[src/rtl/lfsr_gen.sv]
// lfsr_gen: parametrised Fibonacci LFSR with seed load, shift counter, period tick and all-zero lock-up detection
//
// Ports:
//   clk      in   1      rising-edge clock
//   rst_n    in   1      asynchronous active-low reset
//   sh_en    in   1      shift enable, one shift per cycle while high
//   load     in   1      synchronous load strobe (wins over sh_en)
//   load_val in   WIDTH  value captured on load
//   q_out    out  WIDTH  current LFSR state
//   cnt_out  out  CNT_W  shifts since the last reset, load or wrap
//   max_tick out  1      one-cycle pulse after the PERIOD-th shift
//   lockup   out  1      high while the state is all-zero
//
// Build option: define LFSR_LOCKUP_RECOVER_EN so that a shift out of the
// all-zero state reloads SEED; otherwise the all-zero state is absorbing.
module lfsr_gen #(
  parameter int unsigned             WIDTH  = 17,
  parameter logic [WIDTH-1:0]        TAPS   = WIDTH'(17'h12000),
  parameter logic [WIDTH-1:0]        SEED   = WIDTH'(17'h00028),
  parameter int unsigned             PERIOD = 131071,
  parameter int unsigned             CNT_W  = 32
) (
  input  logic             clk,
  input  logic             rst_n,
  input  logic             sh_en,
  input  logic             load,
  input  logic [WIDTH-1:0] load_val,
  output logic [WIDTH-1:0] q_out,
  output logic [CNT_W-1:0] cnt_out,
  output logic             max_tick,
  output logic             lockup
);
  logic             fb;
  logic             wrap;
  logic             tick_nxt;
  logic [WIDTH-1:0] shifted;
  logic [WIDTH-1:0] q_nxt;
  logic [CNT_W-1:0] cnt_nxt;
  always_comb begin
    fb       = ^(q_out & TAPS);
`ifdef LFSR_LOCKUP_RECOVER_EN
    shifted  = (q_out == '0) ? SEED : {q_out[WIDTH-2:0], fb};
`else
    shifted  = {q_out[WIDTH-2:0], fb};
`endif
    wrap     = cnt_out == CNT_W'(PERIOD - 1);
    q_nxt    = load ? load_val : sh_en ? shifted : q_out;
    cnt_nxt  = load ? '0 : sh_en ? (wrap ? '0 : cnt_out + 1'b1) : cnt_out;
    tick_nxt = !load && sh_en && wrap;
  end
  // lockup is derived from the next state so it moves on the same edge as q_out
  always_ff @(posedge clk or negedge rst_n) begin
    if (!rst_n) begin
      q_out    <= SEED;
      cnt_out  <= '0;
      max_tick <= 1'b0;
      lockup   <= 1'b0;
    end else begin
      q_out    <= q_nxt;
      cnt_out  <= cnt_nxt;
      max_tick <= tick_nxt;
      lockup   <= q_nxt == '0;
    end
  end
endmodule

[config.mk]
export PLATFORM = sky130hd
export DESIGN_NAME = lfsr_gen
export DESIGN_NICKNAME = d
export VERILOG_FILES = /design/src/rtl/lfsr_gen.sv
export SDC_FILE = /design/constraint.sdc
export NUM_CORES = 1
export LEC_CHECK = 0
export CORE_AREA = 4 4 132 71
export DETAILED_ROUTE_END_ITERATION = 10
export DIE_AREA = 0 0 136 75
export PLACE_DENSITY_LB_ADDON = 0.3
export SLEW_MARGIN = 20
export SYNTH_ARGS = -nofsm -noshare
export SYNTH_HDL_FRONTEND = slang
export SYNTH_SLANG_ARGS = --single-unit
export TNS_END_PERCENT = 30
[constraint.sdc]
create_clock -name clk -period 2.3 [get_ports clk]
set_input_delay 0.575 -clock clk [delete_from_list [all_inputs] [get_ports clk]]
set_output_delay 0.575 -clock clk [all_outputs]
set_load 0.005 [all_outputs]
==> flow_summary.yaml, run 1 <==
floorplanning:
  ioPinCount: 72
  fp.dieH_um: 75
  rows: 24
  die_x_um: 136
  initial_core_util_pct: 33.6
  core-area_um2: 8320
  die_area_um2: 10200
drt:
  drtIter0Drc: 214
  m1WireLength_mm: 4.58
  wl_mm: 9.16
  dr_wl_met2_mm: 3.68
  dr_wl_met3_um: 785
  drt-vias-per-instance: 5.27
  drc: 0
  postRouteAntennaNets: 0
  vias: 2852
  highest_layer: "met5"
  wire_per_inst_um: 16.9
  dr.pass1.iters: 4
status:
  status: "finished clean"
power:
  powerDensity_nw_per_um2: 503
  p_comb_share_pct: 14.6
  seq_power_share_pct: 45.3
  p_int_w: 0.00162
  leakagePower_nw: 1.83
  power.share.switching_pct: 24.2
  clockPowerShare_pct: 40.1
  max-vdd-ir-drop_v: 0.000271
  switchingPower_w: 0.000516
grt:
  grt_pass1_wl_mm: 14.5
  track_usage_pct: 18.5
  grt_pass1_vias: 2675
  grt-ovfl-total: 0
  antenna_found_initial: 1
  grt_max_degree: 33
finish:
  design_area_um2: 4240
  fillers: 753
  finalNonFillerCells: 541
  fin_nets: 446
  multi_input_area_um2: 1440
  ff_latch_area_um2: 1280
  drive_gt1_share_pct: 19.3
  antennaDiodeCount: 0
  area_delta_synth_final_pct: 51.6
setup_path:
  cp-start-kind: "register"
  critPathRequiredTime_ps: 2470
  crit_arrival_ps: 2360
  crit_buf_inv: 0
  crit_path_max_incr_delay_ps: 480
  cp-end-kind: "register"
  cp_top_family: "compound AO/OA/AOI/OAI gates"
  crit_type: "register to register"
  crit_path_cell_trace: "nor4_1 > nand3_1 > o31a_4 > o311a_1 > a221o_1"
  worst_path_max_delay_cell: "dfrtp_1"
  rrSetupSlack_ps: 110
  crit_path_max_fanout: 17
clock_network:
  clock_path_buffers: 2
  cts.clk_slew.worst_paths_ps: 70
  clk_latency_ps: 290
  cts_sinks: 51
  cts_tree: "yes"
  htree_levels: 2
  cts-root-buf: "clkbuf_16"
  numCtsBuffers: 5
sta:
  hold_viol: 0
  skew_ps: 7.75
  clock.fmax_mhz: 456
  finalCritPeriodShare_pct: 95.3
  tightestPinTransition_ps: 500
  timing.final.crit_period_ps: 2190
  finalSetupViolCount: 0
  slew_headroom_pct: 66.7
  finalMaxSlewViolations: 0
  rsz0062_at_grt: "no"
placement:
  io_buffer_count: 71
  placed_cells: 530
  dp_hpwl_mm: 6.85
  placed_area_um2: 4020
  gp_congestion: 0.873
logic_synthesis:
  syn-cell-area_um2: 2800
  synth_edf_count: 0
  synth.distinct_cells: 50
  yosysSeqAreaShare_pct: 45.7
  yosysTopAreaCellShare_pct: 43.8
  ys.flop_type: "dfrtp_1"
  synth_commonest_cells: "49 x dfrtp_1, 41 x nand2_1, 29 x o21ai_0"
  ys_warn_count: 0
  ys_seq_elements: 51
  syn-instance-count: 302
  async_flop_share_pct: 100
  synth_fp_nets: 325
  synth.avg_cell_area_um2: 9.26
  yosys.area.top_type: "dfrtp_1"
  yosysMostFrequentCell: "dfrtp_1"
  synth_area_leaders: "dfrtp_1 44%, mux2i_1 6.8%, nand2_1 5.5%"
min_path:
  hold_path_class: "input port to async pin"
flow_run:
  max_cap_violations: 0
cell families (layout without fill, tap and decap cells):
group	count (synthesis)	in the layout	share of synthesized area, %
AND/OR/NAND/NOR	136	136	26.0
AO/OA/AOI/OAI	68	68	15.9
flip-flops	51	51	45.7
buffers and inverters	23	145	3.76
multiplexers	19	19	6.80
XOR/XNOR	3	3	0.939
adder cells (fa/ha/maj)	2	2	0.894
routing by layer:
| layer | global-route usage, % | vias to the layer above |
|---|---|---|
| met5 | 0 | - |
| met2 | 25.2 | 105 |
| met4 | 4.13 | 2 |
| met3 | 5.47 | 11 |
| met1 | 28.7 | 1362 |
| li1 | - | 1372 |
worst paths after layout:
kind | start | end | cells after the start
max | cnt_out[20]$_DFFE_PN0P_ | cnt_out[26]$_DFFE_PN0P_ | 5
min in group clk | cnt_out[15]$_DFFE_PN0P_ | cnt_out[15]$_DFFE_PN0P_ | 2
min reg2reg | cnt_out[15]$_DFFE_PN0P_ | cnt_out[15]$_DFFE_PN0P_ | 2
max in group asynchronous | rst_n | cnt_out[7]$_DFFE_PN0P_ | 2
max reg2reg | cnt_out[20]$_DFFE_PN0P_ | cnt_out[26]$_DFFE_PN0P_ | 5
min | rst_n | q_out[2]$_DFF_PN0_ | 1
per-stage QoR:
step | hold WS, ps | util, % | power (W) | setup TNS (ps) | setup WS, ps
6_report | 242 | 51.0 | 0.00214 | 0 | 108
5_1_grt | 278 | 51.0 | 0.00221 | 0 | 10.9
4_1_cts | 257 | 50.6 | 0.00215 | 0 | 52.7
3_5_place_dp | 571 | 48.3 | 0.00129 | -207 | -72.4
3_3_place_gp | 559 | 48.3 | 0.00129 | -16.2 | -14.7
2_1_floorplan | 279 | - | 0.00109 | 0 | 91.4
power by group through the flow:
stage	Clock (W)	Combinational (W)	Sequential, W
after detailed placement	0	0.000308	0.000983
after global placement	0	0.000304	0.000982
after floorplan	0	0.000113	0.000981
after CTS	0.000869	0.000312	0.000966
final	0.000856	0.000312	0.000967
after global routing	0.000897	0.000345	0.000971
cell type report:
cell class                      instances  area share, %
Multi-Input combinational cell        228           34.1
Sequential cell                        51           30.2
Timing Repair Buffer                  131           27.9
Tap cell                              117           3.45
Clock buffer                            6           3.04
Clock inverter                          2          0.885
Inverter                                6          0.531
registers in the layout (all words and copies together), names as in the netlist:
| signal | cells |
|---|---|
| cnt_out | 32 |
| max_tick | 1 |
| lockup | 1 |
| q_out | 17 |
layout by cell type (no fill, tap or decap), types with 2 or more instances in the layout:
master / Yosys / final
or3_1: 6 / 6
and3_1: 3 / 3
nor2_1: 14 / 13
inv_1: 6 / 6
a22o_1: 4 / 4
a221o_1: 2 / 2
nand2b_1: 2 / 2
ha_1: 2 / 2
nor3_1: 7 / 7
clkdlybuf4s50_1: 0 / 70
clkbuf_16: 0 / 5
a21o_1: 6 / 6
o311ai_0: 3 / 3
a31oi_1: 2 / 2
a21oi_1: 12 / 12
nand4_1: 10 / 10
or4_1: 2 / 2
and4_1: 3 / 3
nand3_1: 20 / 20
dfstp_2: 2 / 2
buf_4: 0 / 58
o21ai_0: 29 / 29
nand2_1: 41 / 41
xor2_1: 2 / 2
nor4_1: 17 / 15
buf_12: 0 / 2
dfrtp_1: 49 / 48
mux2i_1: 19 / 19
repair_timing:
action                     in CTS  in global routing
hold buffers                    0                  0
setup endpoints to repair       7                 14
resized for setup               2                  4
buffers inserted                1                  2
pin swaps                       2                  2
Power figures use the tool's default switching activity.
==> inputs of run 2 (changes only) <==
Settings changed: CTS_CLUSTER_SIZE set to 30, PLACE_DENSITY set to 0.7, PLACE_DENSITY_LB_ADDON 0.3 to not set.
==> run 2 against run 1 <==
  * Register-to-register slack lost 20 ps
  * Final cell count shrank 1.3%
  * First-iteration DRC count grew 11%
  * Via count grew 1.1%
  * Non-clock buffer count shrank 7
  * Worst hold slack gained 12 ps
  * Clock skew shrank 3.0 ps
  * Sequential power is essentially flat
  * Critical endpoint is now cnt_out[31]$_DFFE_PN0P_
==> flow_summary.yaml, run 2 (synthesis results as in run 1) <==
grt:
  use_met2_pct: 24.2
  grtUsageMet3_pct: 6.94
  track_usage_pct: 18.4
  grt.busiest_layer: "met1"
  antenna_found_initial: 0
  met1_usage_pct: 28.0
  grt_max_degree: 32
  grt_pass1_vias: 2746
  grt-ovfl-total: 0
  grt_pass1_wl_mm: 14.5
floorplanning:
  core-area_um2: 8320
  initial_core_util_pct: 33.6
  die_x_um: 136
  rows: 24
  fp.dieH_um: 75
  die_area_um2: 10200
  ioPinCount: 72
setup_path:
  critPathLaunch: "cnt_out[1]$_DFFE_PN0P_"
  crit_path_end: "cnt_out[31]$_DFFE_PN0P_"
  crit_type: "register to register"
  crit_path_max_incr_delay_ps: 480
  r2r-end: "cnt_out[31]$_DFFE_PN0P_"
  crit_path_cell_trace: "ha_1 > nor4b_2 > nand3_1 > o31a_4 > buf_4 > a21oi_1 > o22ai_1"
  r2r_start: "cnt_out[1]$_DFFE_PN0P_"
  rrSetupSlack_ps: 90
  crit_arrival_ps: 2380
  cp-start-kind: "register"
  r2r_cells: 7
  cp-end-kind: "register"
  worst_path_max_delay_cell: "o31a_4"
  crit_path_max_fanout: 11
  critPathRequiredTime_ps: 2470
drt:
  vias: 2882
  dr.pass1.iters: 5
  drt-vias-per-instance: 5.40
  drc: 0
  wl_mm: 9.06
  wire_per_inst_um: 17.0
  drtIter0Drc: 237
  postRouteAntennaNets: 0
clock_network:
  cts_sinks: 51
  clk_latency_ps: 290
  cts-root-buf: "clkbuf_16"
  cts_tree: "yes"
  htree_levels: 2
  numCtsBuffers: 5
  clock_path_buffers: 2
  cts.clk_slew.worst_paths_ps: 70
sta:
  tightestPinTransition_ps: 530
  finalMaxSlewViolations: 0
  timing.final.crit_period_ps: 2210
  finalCritPeriodShare_pct: 96.2
  finalSetupViolCount: 0
  hold_viol: 0
  rsz0062_at_grt: "yes"
  clock.fmax_mhz: 452
  slew_headroom_pct: 64.5
  skew_ps: 4.72
power:
  max-vdd-ir-drop_v: 0.000263
  leakagePower_nw: 1.79
  powerDensity_nw_per_um2: 481
  power_w: 0.00200
finish:
  fin_nets: 439
  antennaDiodeCount: 0
  finalNonFillerCells: 534
  final_cell_mix: "70 x clkdlybuf4s50_1, 50 x buf_4, 48 x dfrtp_1, 41 x nand2_1, 29 x o21ai_0"
  largest_register_ff_count: 32
  drive_gt1_share_pct: 17.3
  regMostFlops: "cnt_out"
  top_regs: "cnt_out: 32 flops, q_out: 17 flops"
  layout_commonest_cell: "clkdlybuf4s50_1"
  area_delta_synth_final_pct: 48.5
placement:
  gp_congestion: 0.920
  dp_hpwl_mm: 6.98
  io_buffer_count: 71
  placed_cells: 524
status:
  status: "finished clean"
min_path:
  hold_path_class: "input port to async pin"
flow_run:
  max_cap_violations: 0
## run 2: worst min-delay path by stage
| stage | slack [ps] | end | depth (start not counted) | from |
|---|---|---|---|---|
| 6_report | 250 | cnt_out[21]$_DFFE_PN0P_ | 1 | rst_n |
| 5_1_grt | 290 | cnt_out[27]$_DFFE_PN0P_ | 1 | rst_n |
| 4_1_cts | 270 | cnt_out[21]$_DFFE_PN0P_ | 1 | rst_n |
| 3_5_place_dp | 570 | cnt_out[9]$_DFFE_PN0P_ | 1 | cnt_out[9]$_DFFE_PN0P_ |
| 3_3_place_gp | 560 | cnt_out[1]$_DFFE_PN0P_ | 2 | cnt_out[1]$_DFFE_PN0P_ |
| 2_1_floorplan | 280 | cnt_out[0]$_DFFE_PN0P_ | 0 | rst_n |
## run 2: timing repair
item                                    CTS  global route
hold buffers                              0             0
hold endpoints to repair                  0             0
endpoints found under the setup margin    8             4
setup buffers                             2             0
pin swaps                                 1             0
gates resized for setup                   1             4
## run 2: metal layers
metal	vias to the layer above	routed length [µm]
li1	1367	-
met1	1397	4530
met2	109	3590
met3	9	877
met4	0	63
met5	-	0
## run 2: layout make-up
class	instances	area (µm²)
clock buffer	7	133
clock inverter	1	5.00
fill	786	4160
inverter	6	22.5
multi-input combinational	228	1440
sequential	51	1280
tap	117	146
timing repair buffer	124	1130
## run 2: critical path, delay by kind of cell, from the launching register on
kind            cells  cell delay (ps)
simple gates        2              520
compound gates      3              730
fa+ha+maj           1              210
buf+inv             1              190
flops               1              440
## run 2: power by group
part	total, W	switching (W)	internal, W	leakage (nW)
clock network	0.000732	0.000329	0.000403	0.0679
logic	0.000301	0.000139	0.000161	1.04
registers	0.000967	0.0000331	0.000934	0.676
## run 2: metrics by stage
stage | util (%) | instance area, µm² | TNS, ps | hold WS, ps | setup WS (ps)
global placement | 47.8 | 3980 | -356 | 563 | -49.0
CTS | 49.7 | 4130 | 0 | 270 | 55.1
finish | 49.9 | 4150 | 0 | 254 | 88.5
global route | 49.9 | 4150 | -7.66 | 295 | -7.66
detailed placement | 47.8 | 3980 | -190 | 573 | -56.5
floorplan | - | 2800 | 0 | 279 | 91.4
